[config.mk]
export PLATFORM = sky130hd
export DESIGN_NAME = fifo_rd_ctrl
export DESIGN_NICKNAME = d
export VERILOG_FILES = /design/src/rtl/fifo_rd_ctrl.sv
export SDC_FILE = /design/constraint.sdc
export NUM_CORES = 1
export LEC_CHECK = 0
export BUFFER_PORTS_ARGS = -buffer_cell sky130_fd_sc_hd__buf_2
export CAP_MARGIN = 20
export CORE_ASPECT_RATIO = 2
export CORE_UTILIZATION = 40
export DETAILED_ROUTE_END_ITERATION = 8
export HOLD_SLACK_MARGIN = 0.03
export PLACE_DENSITY = 0.58
export SYNTH_ARGS = -nofsm -noshare
export SYNTH_HDL_FRONTEND = slang
export SYNTH_SLANG_ARGS = --single-unit
[constraint.sdc]
create_clock -name clk_rd -period 1.8 [get_ports clk_rd]
set_input_delay 0 -clock clk_rd [delete_from_list [all_inputs] [get_ports clk_rd]]
set_output_delay 0 -clock clk_rd [all_outputs]
set_load 0.005 [all_outputs]
[src/rtl/fifo_rd_ctrl.sv]
// Read-side controller for the asynchronous FIFO: issues credit-limited reads, absorbs the
// one-cycle read latency in a 3-entry buffer, and presents words on a valid/ready stream.
module fifo_rd_ctrl #(
    parameter int DW = 16,
    parameter int CW = 16
) (
    input  logic          clk_rd,
    input  logic          rst_n,
    input  logic          en,
    input  logic          empty,
    input  logic [DW-1:0] fifo_dout,
    output logic          re,
    output logic [DW-1:0] m_data,
    output logic          m_valid,
    input  logic          m_ready,
    output logic [CW-1:0] word_cnt,
    output logic          busy
);

    typedef enum logic [1:0] {
        OCC_EMPTY = 2'd0,
        OCC_ONE   = 2'd1,
        OCC_TWO   = 2'd2,
        OCC_FULL  = 2'd3
    } occ_e;

    occ_e          occ;
    logic          pend;
    logic [1:0]    head;
    logic [1:0]    tail;
    logic [DW-1:0] mem [3];

    logic          capture;
    logic          pop;
    logic [2:0]    in_use;

    function automatic logic [1:0] ptr_next(input logic [1:0] p);
        return (p == 2'd2) ? 2'd0 : p + 2'd1;
    endfunction

    // Credit counts both buffered words and the word still in flight, so a read is only
    // issued when its data is guaranteed a slot; m_ready stays out of this path.
    assign in_use  = {1'b0, occ} + {2'b00, pend};
    assign re      = rst_n & en & ~empty & (in_use < 3'd3);

    assign capture = pend;
    assign pop     = m_valid & m_ready;
    assign m_valid = (occ != OCC_EMPTY);
    assign m_data  = mem[head];
    assign busy    = m_valid | pend;

    always_ff @(posedge clk_rd or negedge rst_n) begin
        if (!rst_n) begin
            pend     <= 1'b0;
            occ      <= OCC_EMPTY;
            head     <= 2'd0;
            tail     <= 2'd0;
            word_cnt <= '0;
            // NOTE: the buffer is reset too because m_data reads it directly and must be 0 in reset.
            for (int i = 0; i < 3; i++) begin
                mem[i] <= '0;
            end
        end else begin
            pend <= re;
            if (capture) begin
                mem[tail] <= fifo_dout;
                tail      <= ptr_next(tail);
            end
            if (pop) begin
                head     <= ptr_next(head);
                word_cnt <= word_cnt + 1'b1;
            end
            case ({capture, pop})
                2'b10:   occ <= occ_e'(2'(occ + 2'd1));
                2'b01:   occ <= occ_e'(2'(occ - 2'd1));
                default: occ <= occ;
            endcase
        end
    end

endmodule

==> qor.yml <==
numCtsBuffers: 9
grt_first_pass_wirelength_um: 10600
fill_cells: 695
synth_ff_type: "dfrtp_1"
max_stage_delay_ns: 0.40
clkLatencyLatePin_ns: 0.33
swShare_pct: 29.4
r2r_slack_ns: 0.21
ys_seq_area_share_pct: 55.8
p_clk_share_pct: 27.8
cts.sinks: 71
stdcell_count: 433
reg2reg_depth: 6
regToRegStartpoint: "occ[0]$_DFFE_PN0P_"
die-area_um2: 8340
first_pass_iters: 4
drt-initial-drc-count: 109
synth_edf_count: 0
endpoint_kind: "output port"
reg2reg_to: "occ[1]$_DFFE_PN0P_"
final_util_pct: 54.6
yosysMostFrequentCell: "dfrtp_1"
synth_area_leader_cell: "dfrtp_1"
sequentialPowerShare_pct: 39.3
arrival_ns: 1.69
final_hold_viol_count: 0
row_count: 45
finClkSkew_ns: 0.00896
drv_cap: 0
grt_overflow: 0
start_util_pct: 41.6
path_cells: "ha_1 > ha_1 > a2111oi_4 > buf_2"
pin_count: 56
preCtsSetupSlack_ns: 0.148
async_flop_share_pct: 100
clk_pin_slew_worst_paths_ns: 0.05
finalNetCount: 360
critical_path_required_ns: 1.80
power_frac_comb_pct: 32.9
setup_viol: 0
clk_path_buf_depth: 2
startpoint_type: "flip-flop"
p_leak_uw: 0.00201
die_w_um: 65.1
dp.cells: 395
drive_gt1_share_pct: 41.3
yosys.area.top_type_share_pct: 55.8
synth_cells: 244
cts_tree: "built"
die_y_um: 128
dp_hpwl_um: 4530
avgSynthCellArea_um2: 13.0
critical_path.max_fanout: 2
synth.distinct_cells: 29
port_buffers: 55
synth_nets: 269
antenna_found_initial: 0
wl_um: 6590
synth_area_leaders: "dfrtp_1, mux2_2, mux2i_1"
viasPerCell: 5.01
grt_max_degree: 41
worst_slew_pin_slew_ns: 0.500
routedWlPerCell_um: 15.2
fin_crit_ns: 1.69
rsz0062_at_grt: "no"
tns_ns: 0
cpMostUsedCell: "ha_1"
ir_drop_mv: 1.03
antenna_left: 0
core-area_um2: 7660
htreeDepth: 3
outcome: "complete, no violations"
grt_use_total_pct: 17.3
crit_type: "reg2out"
finalCritPeriodShare_pct: 94.0
vias: 2171
setup_slack_ns: 0.107
ys_ff_latch: 71
power.internal_uw: 4930
critPathSlowestCell: "dfrtp_2"
diodes: 0
maxSlewViolCount: 0
synthTopCellsByCount: "dfrtp_1, mux2_2, nand2_1"
areaGrowthSynthToFinish_pct: 31.5
gp_congestion: 0.684
yosys_warnings: 0
p_sw_uw: 2050
min_path_type: "in2async"
fmax_ghz: 0.591
syn-cell-area_um2: 3180
root_buffer: "clkbuf_16"
p_per_area_nw_per_um2: 1670
drc: 0
max_slew_margin_pct: 66.7
grt_pass1_vias: 2163
==> cell type report <==
class	count	area [um^2]	area share, %
inverter	3	11.3	0.269
clock inverter	3	65.1	1.56
sequential	71	1780	42.5
clock buffer	12	267	6.37
multi-input combinational	159	1350	32.1
timing repair buffer	91	601	14.4
tap	94	118	2.81
==> what timing repair did <==
item                                    in CTS  in global routing
gates resized for setup                      3                  1
hold buffers                                21                  0
hold endpoints to repair                   124                  0
buffers inserted                             1                  1
endpoints found under the setup margin       1                  1
pin swaps                                    0                  1
==> worst max-delay path by stage <==
stage,end,slack [ns],startpoint,cells past startpoint
CTS,re,0.008,occ[0]$_DFFE_PN0P_,4
finish,re,0.11,occ[0]$_DFFE_PN0P_,4
global route,m_data[9],0.01,head[1]$_DFFE_PN0P_,5
detailed placement,re,0.15,occ[0]$_DFFE_PN0P_,4
floorplan,capture$_DFF_PN0_,0.14,occ[0]$_DFFE_PN0P_,3
global placement,re,0.19,occ[0]$_DFFE_PN0P_,4
==> cell usage in the layout (no fill, tap or decap) <==
cell	instances
a2111oi_4	1
a21o_1	2
and3_1	7
and4_1	1
buf_2	54
buf_4	16
bufinv_16	2
clkbuf_16	9
clkbuf_8	3
clkinv_2	1
dfrtp_1	70
dfrtp_2	1
dlygate4sd3_1	21
ha_1	4
inv_1	1
inv_2	2
mux2_2	38
mux2_4	10
mux2i_1	16
nand2_1	27
nand3_1	6
nand4_1	2
nor2_1	2
nor2b_1	1
nor3_1	1
nor3_4	1
o21ai_0	18
o21ai_4	1
or2_2	1
or3_1	2
xnor2_1	14
xor2_1	4
==> logic make-up after synthesis <==
logic type	share of synthesized area, %
simple gates	7.67
compound gates	4.09
flops	55.8
mux	23.2
buf+inv	2.67
fa+ha+maj	1.57
xor+xnor	4.95
==> power groups by stage <==
stage / sequential [uW] / combinational, uW / clock, uW
2_1_floorplan: 2640 / 1490 / 0
3_3_place_gp: 2760 / 2200 / 0
3_5_place_dp: 2790 / 2240 / 0
4_1_cts: 2750 / 2330 / 1980
5_1_grt: 2840 / 2550 / 2040
6_report: 2740 / 2300 / 1940
==> per-layer routing <==
metal | GRT usage (%) | share of wire [%] | vias up
li1 | - | - | 1031
met4 | 8.06 | 2.0 | 0
met1 | 19.5 | 40 | 1092
met3 | 4.54 | 3.1 | 8
met2 | 29.7 | 55 | 40
met5 | 0 | 0 | -
==> through the flow <==
stage / hold WS, ns / power (uW) / cell area (um^2)
after detailed placement: -0.179 / 5020 / 3610
after global placement: -0.176 / 4960 / 3610
after global routing: 0.343 / 7430 / 4180
after floorplan: -0.296 / 4130 / 3180
after CTS: 0.327 / 7060 / 4160
final: 0.302 / 6980 / 4180
==> worst max-delay path, delay by kind of cell (launching register included) <==
family,cells,cell delay [ns]
AO/OA/AOI/OAI,1,0.30
adder cells (fa/ha/maj),2,0.50
flip-flops,1,0.40
buffers and inverters,1,0.17
==> sequential cells by signal (all words and copies together) (netlist names) <==
signal	count
mem	48
head	2
word_cnt	16
capture	1
tail	2
occ	2
(Power assumes the default switching activity.)
